==> src/rtl/cpu_pkg.sv <==
// Shared CPU definitions: legal opcode set, fetch FSM states and opcode field geometry.
// Used by instr_fetch and by the downstream control_unit decoder.
package cpu_pkg;

  localparam int DEF_PC_W    = 8;
  localparam int DEF_INSTR_W = 16;
  localparam int OPC_W       = 4;
  localparam int OPC_MSB     = DEF_INSTR_W - 1;
  localparam int OPC_LSB     = DEF_INSTR_W - OPC_W;

  typedef enum logic [OPC_W-1:0] {
    OP_NOP   = 4'h0,
    OP_LOAD  = 4'h1,
    OP_STORE = 4'h2,
    OP_ADD   = 4'h3,
    OP_SUB   = 4'h4,
    OP_AND   = 4'h5,
    OP_OR    = 4'h6,
    OP_JMP   = 4'h7
  } opcode_t;

  typedef enum logic [1:0] {
    FS_IDLE = 2'd0,
    FS_RUN  = 2'd1,
    FS_HALT = 2'd2
  } fetch_state_t;

  // Every legal opcode has the top bit clear.
  function automatic logic opc_legal(input logic [OPC_W-1:0] op);
    return ~op[OPC_W-1];
  endfunction

endpackage

==> src/rtl/instr_fetch_buffer.sv <==
// Two-entry FIFO of {instruction, pc} between instruction memory and decode.
// Flush takes priority over push and pop in the same cycle.
module fetch_buffer #(
  parameter int INSTR_W = 16,
  parameter int PC_W    = 8
) (
  input  logic               clk,
  input  logic               reset,
  input  logic               push,
  input  logic [INSTR_W-1:0] push_instr,
  input  logic [PC_W-1:0]    push_pc,
  input  logic               pop,
  input  logic               flush,
  output logic [INSTR_W-1:0] head_instr,
  output logic [PC_W-1:0]    head_pc,
  output logic [1:0]         count
);

  logic [INSTR_W-1:0] instr_q [2];
  logic [PC_W-1:0]    pc_q    [2];
  logic               rd_ptr_q;
  logic               wr_ptr_q;
  logic [1:0]         count_q;
  logic               do_push;
  logic               do_pop;

  assign do_pop  = pop && (count_q != 2'd0);
  assign do_push = push && ((count_q != 2'd2) || do_pop);

  always_ff @(posedge clk or posedge reset) begin
    if (reset) begin
      rd_ptr_q <= 1'b0;
      wr_ptr_q <= 1'b0;
      count_q  <= 2'd0;
      for (int i = 0; i < 2; i++) begin
        instr_q[i] <= '0;
        pc_q[i]    <= '0;
      end
    end else if (flush) begin
      rd_ptr_q <= 1'b0;
      wr_ptr_q <= 1'b0;
      count_q  <= 2'd0;
    end else begin
      if (do_push) begin
        instr_q[wr_ptr_q] <= push_instr;
        pc_q[wr_ptr_q]    <= push_pc;
        wr_ptr_q          <= ~wr_ptr_q;
      end
      if (do_pop) begin
        rd_ptr_q <= ~rd_ptr_q;
      end
      case ({do_push, do_pop})
        2'b10:   count_q <= count_q + 2'd1;
        2'b01:   count_q <= count_q - 2'd1;
        default: count_q <= count_q;
      endcase
    end
  end

  assign head_instr = instr_q[rd_ptr_q];
  assign head_pc    = pc_q[rd_ptr_q];
  assign count      = count_q;

endmodule

==> src/rtl/instr_fetch.sv <==
// Instruction fetch: PC, read issue to a 1-cycle synchronous imem, 2-entry buffer,
// valid/ready delivery to decode, redirect flush and sticky halt on illegal opcodes.
module instr_fetch
  import cpu_pkg::*;
#(
  parameter int PC_W    = DEF_PC_W,
  parameter int INSTR_W = DEF_INSTR_W
) (
  input  logic               clk,
  input  logic               reset,
  input  logic               enable,
  output logic               imem_en,
  output logic [PC_W-1:0]    imem_addr,
  input  logic [INSTR_W-1:0] imem_rdata,
  output logic [INSTR_W-1:0] instr,
  output logic [3:0]         opcode,
  output logic [PC_W-1:0]    instr_pc,
  output logic               instr_valid,
  input  logic               instr_ready,
  input  logic               redirect,
  input  logic [PC_W-1:0]    redirect_pc,
  output logic               halted
);

  // state   | meaning
  // FS_IDLE | not fetching; waits for enable
  // FS_RUN  | issuing reads while enable is high and the buffer has room
  // FS_HALT | illegal opcode seen; no issue, redirect/enable ignored until reset

  localparam int OPC_POS = INSTR_W - OPC_W;

  fetch_state_t       state_q, state_d;
  logic [PC_W-1:0]    pc_q;
  logic [PC_W-1:0]    inflight_pc_q;
  logic               inflight_q;
  logic [1:0]         buf_count;
  logic [INSTR_W-1:0] buf_instr;
  logic [PC_W-1:0]    buf_pc;
  logic               halt_st;
  logic               redirect_ok;
  logic               rsp_ok;
  logic               rsp_illegal;
  logic               buf_empty;
  logic               pop;
  logic               issue;
  logic               buf_push;
  logic [2:0]         occupancy;

  assign halt_st     = (state_q == FS_HALT);
  assign redirect_ok = redirect && !halt_st;
  assign buf_empty   = (buf_count == 2'd0);

  // A response arriving in HALT belongs to a read issued alongside the illegal capture.
  assign rsp_ok      = inflight_q && !halt_st && opc_legal(imem_rdata[INSTR_W-1:OPC_POS]);
  assign rsp_illegal = inflight_q && !halt_st && !redirect_ok
                       && !opc_legal(imem_rdata[INSTR_W-1:OPC_POS]);

  // An empty buffer presents the arriving word directly so delivery needs no extra cycle.
  assign instr_valid = !buf_empty || rsp_ok;
  assign instr       = !buf_empty ? buf_instr : (rsp_ok ? imem_rdata : '0);
  assign instr_pc    = !buf_empty ? buf_pc : (rsp_ok ? inflight_pc_q : '0);
  assign opcode      = instr[INSTR_W-1:OPC_POS];
  assign pop         = instr_valid && instr_ready;

  assign buf_push  = rsp_ok && !redirect_ok && !(buf_empty && pop);
  assign occupancy = {1'b0, buf_count} + {2'b00, inflight_q} - {2'b00, pop};
  assign issue     = (state_q == FS_RUN) && enable && !redirect && (occupancy < 3'd2);
  assign imem_en   = issue;
  assign imem_addr = pc_q;
  assign halted    = halt_st;

  fetch_buffer #(
    .INSTR_W (INSTR_W),
    .PC_W    (PC_W)
  ) u_buf (
    .clk        (clk),
    .reset      (reset),
    .push       (buf_push),
    .push_instr (imem_rdata),
    .push_pc    (inflight_pc_q),
    .pop        (pop),
    .flush      (redirect_ok),
    .head_instr (buf_instr),
    .head_pc    (buf_pc),
    .count      (buf_count)
  );

  always_ff @(posedge clk or posedge reset) begin
    if (reset) begin
      state_q       <= FS_IDLE;
      pc_q          <= '0;
      inflight_q    <= 1'b0;
      inflight_pc_q <= '0;
    end else begin
      state_q    <= state_d;
      inflight_q <= issue;
      if (issue) begin
        inflight_pc_q <= pc_q;
      end
      if (redirect_ok) begin
        pc_q <= redirect_pc;
      end else if (issue) begin
        pc_q <= pc_q + PC_W'(1);
      end
    end
  end

  always_comb begin
    state_d = state_q;
    case (state_q)
      FS_IDLE: if (enable) state_d = FS_RUN;
      FS_RUN:  if (!enable && !inflight_q) state_d = FS_IDLE;
      FS_HALT: state_d = FS_HALT;
      default: state_d = FS_IDLE;
    endcase
    if (rsp_illegal) begin
      state_d = FS_HALT;
    end
  end

endmodule

==> config.mk <==
export PLATFORM = sky130hd
export DESIGN_NAME = instr_fetch
export DESIGN_NICKNAME = d
export VERILOG_FILES = /design/src/rtl/cpu_pkg.sv /design/src/rtl/instr_fetch_buffer.sv /design/src/rtl/instr_fetch.sv
export SDC_FILE = /design/constraint.sdc
export NUM_CORES = 1
export LEC_CHECK = 0
export CAP_MARGIN = 20
export CORE_ASPECT_RATIO = 0.8
export CORE_MARGIN = 2
export CORE_UTILIZATION = 56
export DETAILED_ROUTE_END_ITERATION = 16
export PLACE_DENSITY = 0.84
export RECOVER_POWER = 100
export SYNTH_ARGS = -nofsm -noshare
export SYNTH_HDL_FRONTEND = slang
export SYNTH_SLANG_ARGS = --single-unit
==> constraint.sdc <==
create_clock -name clk -period 8.35 [get_ports clk]
set_input_delay 1.2525 -clock clk [delete_from_list [all_inputs] [get_ports clk]]
set_output_delay 1.2525 -clock clk [all_outputs]
set_load 0.02 [all_outputs]
After elaboration in Yosys (flattened, before gate mapping)
Cells that the tools add are included.
Widths: inputs -> output; s select.
Operators by class
  add/subtract/negate cells: 5
  bitwise operators: 6
  eq/ne operators: 7
  reduce and logical (&&, ||, !) cells: 34
  mux-type cells: 28
  order comparisons: 4
Operators by type and width (count)
  $mux 16: 6
  $mux 8: 8
  $bwmux 32: 1
  $bwmux 16: 1
  $demux 16 s1: 1
  $logic_and 1x1->1: 16
  $add 8x1->8 const B: 1
  $demux 8 s1: 1
  $mux 2: 4
  $reduce_bool 2->1: 4
  $logic_not 1->1: 7
  $pmux 2 s3: 1
  $eq 2x1->1 const B: 2
  $eq 2x2->1 const B: 2
  $ge 2x2->1 const B: 2
  $logic_not 2->1: 2
  $mux 1: 4
  $not 1->1: 4
  $not 1->2: 2
  $pmux 2 s2: 1
  $reduce_and 2->1: 2
  $add 2x1->3: 1
  $lt 3x2->1 const B: 1
  $ne 3x2->1 const B: 1
  other kinds (8): 9
Word-level totals
  register bits after elaboration: 71
  output and inout port bits: 39
  input bits: 29
  logic and storage cells: 95

Logic depth before layout (Yosys ltp)
  depth after elaboration: 13
  depth in mapped cells: 14

Modules after synthesis
Synthesis repeated with hierarchy kept, for this count alone.
Unflattened totals
  cells, all modules: 329
  area, all modules: 3707.3 um^2
By module, submodules not included
  fetch_buffer: cells an instance 155, instances 1, area an instance 2406.1 um^2
  instr_fetch: cells an instance 174, instances 1, area an instance 1301.2 um^2

Worst setup path before layout
Ideal clock, no wire load.
  kind: input to output
  from: input imem_rdata[15]
  to: output imem_en
  buffers on the path: 1
  slack: 3427 ps
  required time: 7098 ps
  data arrival time: 3671 ps
  stages: 10
  cells stage by stage: nor2_1 a21oi_1 nor2b_1 ha_1 nand2b_1 fa_1 nand3_1 or4_4 inv_1 clkbuf_1
On the way
  cells in the longest elaborated chain, start to end: 7
Ends and longest elaborated chain
  from (decl): RTL line instr_fetch.sv:14  | input logic [INSTR_W-1:0] imem_rdata,
  $not 1->1
  $logic_and 1x1->1: RTL line instr_fetch.sv:54  | assign rsp_ok = inflight_q && !halt_st && opc_legal(imem_rdata[INSTR_W-1:OPC_POS]);
  $logic_or 1x1->1: RTL line instr_fetch.sv:59  | assign instr_valid = !buf_empty || rsp_ok;
  $logic_and 1x1->1: RTL line instr_fetch.sv:63  | assign pop = instr_valid && instr_ready;
  $sub 3x1->3: RTL line instr_fetch.sv:66  | assign occupancy = {1'b0, buf_count} + {2'b00, inflight_q} - {2'b00, pop};
  $lt 3x2->1: RTL line instr_fetch.sv:67  | assign issue = (state_q == FS_RUN) && enable && !redirect && (occupancy < 3'd2);
  $logic_and 1x1->1: RTL line instr_fetch.sv:67
  to (decl): RTL line instr_fetch.sv:12  | output logic imem_en,
No other way between the ends.

Final worst setup path
Same ends and word-level chain as after synthesis.

==> summary by stage <==
Status
The flow ran to the end, but the final reports show violations. The checks that failed: max-capacitance violations, max-slew violations.

Clock network
TritonCTS built the clock tree. Post-CTS repair changed the size of 0 cells. After clock tree synthesis, the clock-pin slew on the worst setup and hold paths is roughly 70 ps. The total number of H-tree levels is 3. The longest clock path from root to sink contains 2 buffers.

The number of clock sinks seen by CTS is 71. Post-CTS timing repair inserted 0 buffers for setup. The post-cts hold buffer count is 0. CTS placed an instance of sky130_fd_sc_hd__clkbuf_8 at the clock tree root. At the later pin of the worst-skew pair, clock insertion delay measures approximately 340 ps. TritonCTS created 9 clock buffers.

Timing
For this run, the top clock speed supported by timing is 0.154 GHz. The max-slew violation total from the final report is 98. Setup repair after global routing left no endpoint under its margin. The ratio of final minimum period to clock period is 0.779. The shortest clock period the worst path allows after layout is between 6000 and 7000 ps. The headroom to the max-slew limit is -1.45. The hold violation count in the final report is 0. The worst setup slack after layout is 1840 ps. At the pin with the least slew margin, the transition time is 3680 ps. Clock skew on the completed layout was measured at about 7.7 ps.

Setup violations remaining at the end of the flow were counted as 0. Summed over all failing endpoints, the final setup total negative slack is 0 ps.

Synth
The number of warning messages in the yosys log is 0. The synthesized design contains 0 enable-type register cells. The area share of the largest cell type after synthesis is 0.503. After synthesis, the cell types taking the most area are sky130_fd_sc_hd__dfrtp_1, sky130_fd_sc_hd__mux2_2, sky130_fd_sc_hd__mux2i_1. A synthesized cell averages 11.2 um^2. Of all flip-flops after synthesis, the portion carrying an async set or reset was 1.00. The proportion of synthesized chip area in sequential cells is 0.503. The largest area contributor in the netlist is sky130_fd_sc_hd__dfrtp_1.

The number of instances in the synthesized netlist is between 300 and 400. The unique cell type count in the Yosys netlist is 36. The number of nets handed over by synthesis was 347.

The post-synth design cell area is between 0.003 and 0.004 mm^2. For this run, the leading register cell type out of synthesis is sky130_fd_sc_hd__dfrtp_1. The flip-flop and latch count after synthesis is 71.

Worst setup path
Along the worst path, the maximum fanout reaches 20. Among the stages of the critical path, the cell type that occurs most often is sky130_fd_sc_hd__dlygate4sd3_1. The worst path required time is slightly above 7000 ps. The critical path is of the input pin to output port type.

The worst register-to-register path begins at u_buf.count[1]. Setup slack on the worst reg-to-reg path comes out at roughly 3700 ps. The launching instance or port of the critical path is imem_rdata[15]. STA classifies the critical path startpoint as an input pin. Walking the worst path, the cells encountered are dlygate4sd3_1 > nor2_1 > a21oi_1 > nor2b_1 > ha_1 > nand2b_1 > fa_1 > nand3_1 > or4_1 > inv_1 > dlygate4sd3_1. The cell at the slowest stage of the critical path is sky130_fd_sc_hd__or4_1. The endpoint kind of the worst setup timing path is an output port. The arrival time reported for the critical path endpoint is 5250 ps. The peak per-stage delay on the critical path is 800 ps.

Floorplanning
For this design the top-level I/O count stands at 68. The overall die height is ~75 um. The initial cell density of the core is 0.589. In this run the standard cell core region covers 0.00601 mm^2. The floorplan has 25 rows. In this run the horizontal extent of the chip is 92.8 um. The overall die area is 0.00697 mm^2.

Placed design
The routability-driven placement congestion ratio is about 0.8. The HPWL after detailed placement is 4.68 mm. Before CTS, the worst setup slack after placement is ~2300 ps. The number of input and output port buffers inserted is 67.

The total placed instance area is 0.00421 mm^2.

GRT
The number of antenna violations at the first check in global routing is 0. Across every metal layer, demand over resource in global routing totals 0.221. The remaining global-route overflow is 0. The pin count of the biggest net entering global routing is 72. The via count of the first global-routing pass is 2598. The wire length of the first global-routing pass is about 12 mm.

Flow run
The tool flagged a number of max-cap violations equal to 2.

Layout
The net count of the finished layout is 404. The finished cells cover ~0.0044 mm^2. The post-synthesis to final-layout area growth is 23.5%. The most common cell after layout, fill and taps aside is sky130_fd_sc_hd__dfrtp_1. The top cell types in the final layout, fill and taps aside, are sky130_fd_sc_hd__dfrtp_1, sky130_fd_sc_hd__mux2_2, sky130_fd_sc_hd__dlygate4sd3_1. The share of final-layout standard cells stronger than drive strength 1 is 0.172. The repair_antennas step left the layout with diodes totalling 0.

The layout has 445 filler cells.

Power and ir drop
The worst IR drop on VDD is 0.157 mV. Power spread over the standard cell area amounts to 189 mW/mm^2. The internal power is 603 uW.

The net switching component of the power is roughly 220 uW. The static leakage is about 2.0 nW. Of the total power, the share spent switching nets is 0.269. The proportion of power drawn by flip-flops and latches is 0.511. The share of total power dissipated in the clock network is 0.320. The share of total power dissipated in combinational logic is 0.169.

Routing
For this run, design rule violations remaining after detail routing come to 0. The total number of vias is roughly 2600. The violation count after the first detailed-routing iteration is 137.

The detailed-route wire length per cell is 15.9 um. The total routed wirelength is just over 7 mm. The via density per instance is about 5.7.

The first TritonRoute pass finished after 4 iterations. The count of nets left with antenna violations once routing finished came out at 0.

Min path
The worst hold path begins at state_q[1]. The worst hold path belongs to the class flip-flop to flip-flop.
[power groups by stage]
stage / sequential, mW / combinational (mW) / clock, mW
floorplan: 0.424 / 0.0877 / 0
global placement: 0.425 / 0.139 / 0
detailed placement: 0.427 / 0.144 / 0
CTS: 0.421 / 0.146 / 0.269
global route: 0.427 / 0.154 / 0.283
finish: 0.421 / 0.139 / 0.264
[critical path: cells and delay by family]
kind,cells,cell delay (ps)
AOI/OAI and AO/OA,1,100
adders and majority gates,2,740
buffers and inverters,3,1790
and+or+nand+nor,5,1370
[area by class of cell]
type / instances / area [um^2] / share of cell area
inverters: 5 / 18.8 / 0.00430
clock buffers: 12 / 145 / 0.0332
multi-input cells: 214 / 1590 / 0.365
clock inverters: 4 / 45.0 / 0.0103
repair buffers: 71 / 686 / 0.157
well taps: 81 / 101 / 0.0232
flip-flops and latches: 71 / 1780 / 0.407
[kinds of logic (layout without fill, tap and decap cells)]
| kind of cell | Yosys count | in the layout | share of synthesized area |
|---|---|---|---|
| adders and majority gates | 3 | 3 | 0.0127 |
| DFF | 71 | 71 | 0.503 |
| AOI/OAI and AO/OA | 46 | 46 | 0.0995 |
| xor gates and xnor gates | 3 | 3 | 0.00743 |
| muxes | 73 | 73 | 0.224 |
| and+or+nand+nor | 89 | 89 | 0.110 |
| buffers and inverters | 30 | 92 | 0.0439 |
[cells in the mapped netlist, types with 2 or more instances]
library cell,n
sky130_fd_sc_hd__nor2b_1,4
sky130_fd_sc_hd__and2_1,2
sky130_fd_sc_hd__o31ai_1,2
sky130_fd_sc_hd__a31oi_1,2
sky130_fd_sc_hd__dfrtp_1,71
sky130_fd_sc_hd__clkbuf_1,11
sky130_fd_sc_hd__buf_4,6
sky130_fd_sc_hd__a21oi_1,4
sky130_fd_sc_hd__buf_1,2
sky130_fd_sc_hd__buf_2,4
sky130_fd_sc_hd__nand2b_1,3
sky130_fd_sc_hd__xor2_1,3
sky130_fd_sc_hd__nand2_1,37
sky130_fd_sc_hd__inv_1,5
sky130_fd_sc_hd__a211oi_1,26
sky130_fd_sc_hd__o211ai_1,3
sky130_fd_sc_hd__nand3_1,4
sky130_fd_sc_hd__or4_1,2
sky130_fd_sc_hd__or2_2,2
sky130_fd_sc_hd__mux2i_1,25
sky130_fd_sc_hd__nor2_1,30
sky130_fd_sc_hd__nor3_1,2
sky130_fd_sc_hd__buf_6,2
sky130_fd_sc_hd__mux2_2,48
sky130_fd_sc_hd__ha_1,2
sky130_fd_sc_hd__o311ai_0,3
[state kept, by name, indices dropped and copies added, names as in the netlist]
name / cells
u_buf.rd_ptr_q: 1
u_buf.instr_q: 32
u_buf.count: 2
imem_addr: 8
u_buf.pc_q: 16
state_q: 2
u_buf.wr_ptr_q: 1
inflight_pc_q: 8
inflight_q: 1
[worst paths after layout]
kind / endpoint / depth (start not counted)
max: imem_en / 11
min: state_q[0] / 1
max reg2reg: imem_addr[5] / 11
min reg2reg: state_q[0] / 1
max in group asynchronous: u_buf.pc_q[5] / 3
min in group asynchronous: u_buf.instr_q[22] / 3
[layer usage]
metal	GRT usage	vias up	wire length, um
li1	-	1227	-
met1	0.282	1303	3280
met2	0.371	58	3560
met3	0.0521	15	298
met4	0.0899	0	131
met5	0	-	0
[stage by stage]
step	hold WS [ps]	total power, mW	utilization	cells
2_1_floorplan	428	0.512	-	315
4_1_cts	473	0.836	0.732	458
6_report	478	0.824	0.727	458
3_3_place_gp	454	0.563	0.700	442
5_1_grt	494	0.865	0.727	458
3_5_place_dp	463	0.572	0.700	442
Power figures use the tool's default switching activity.
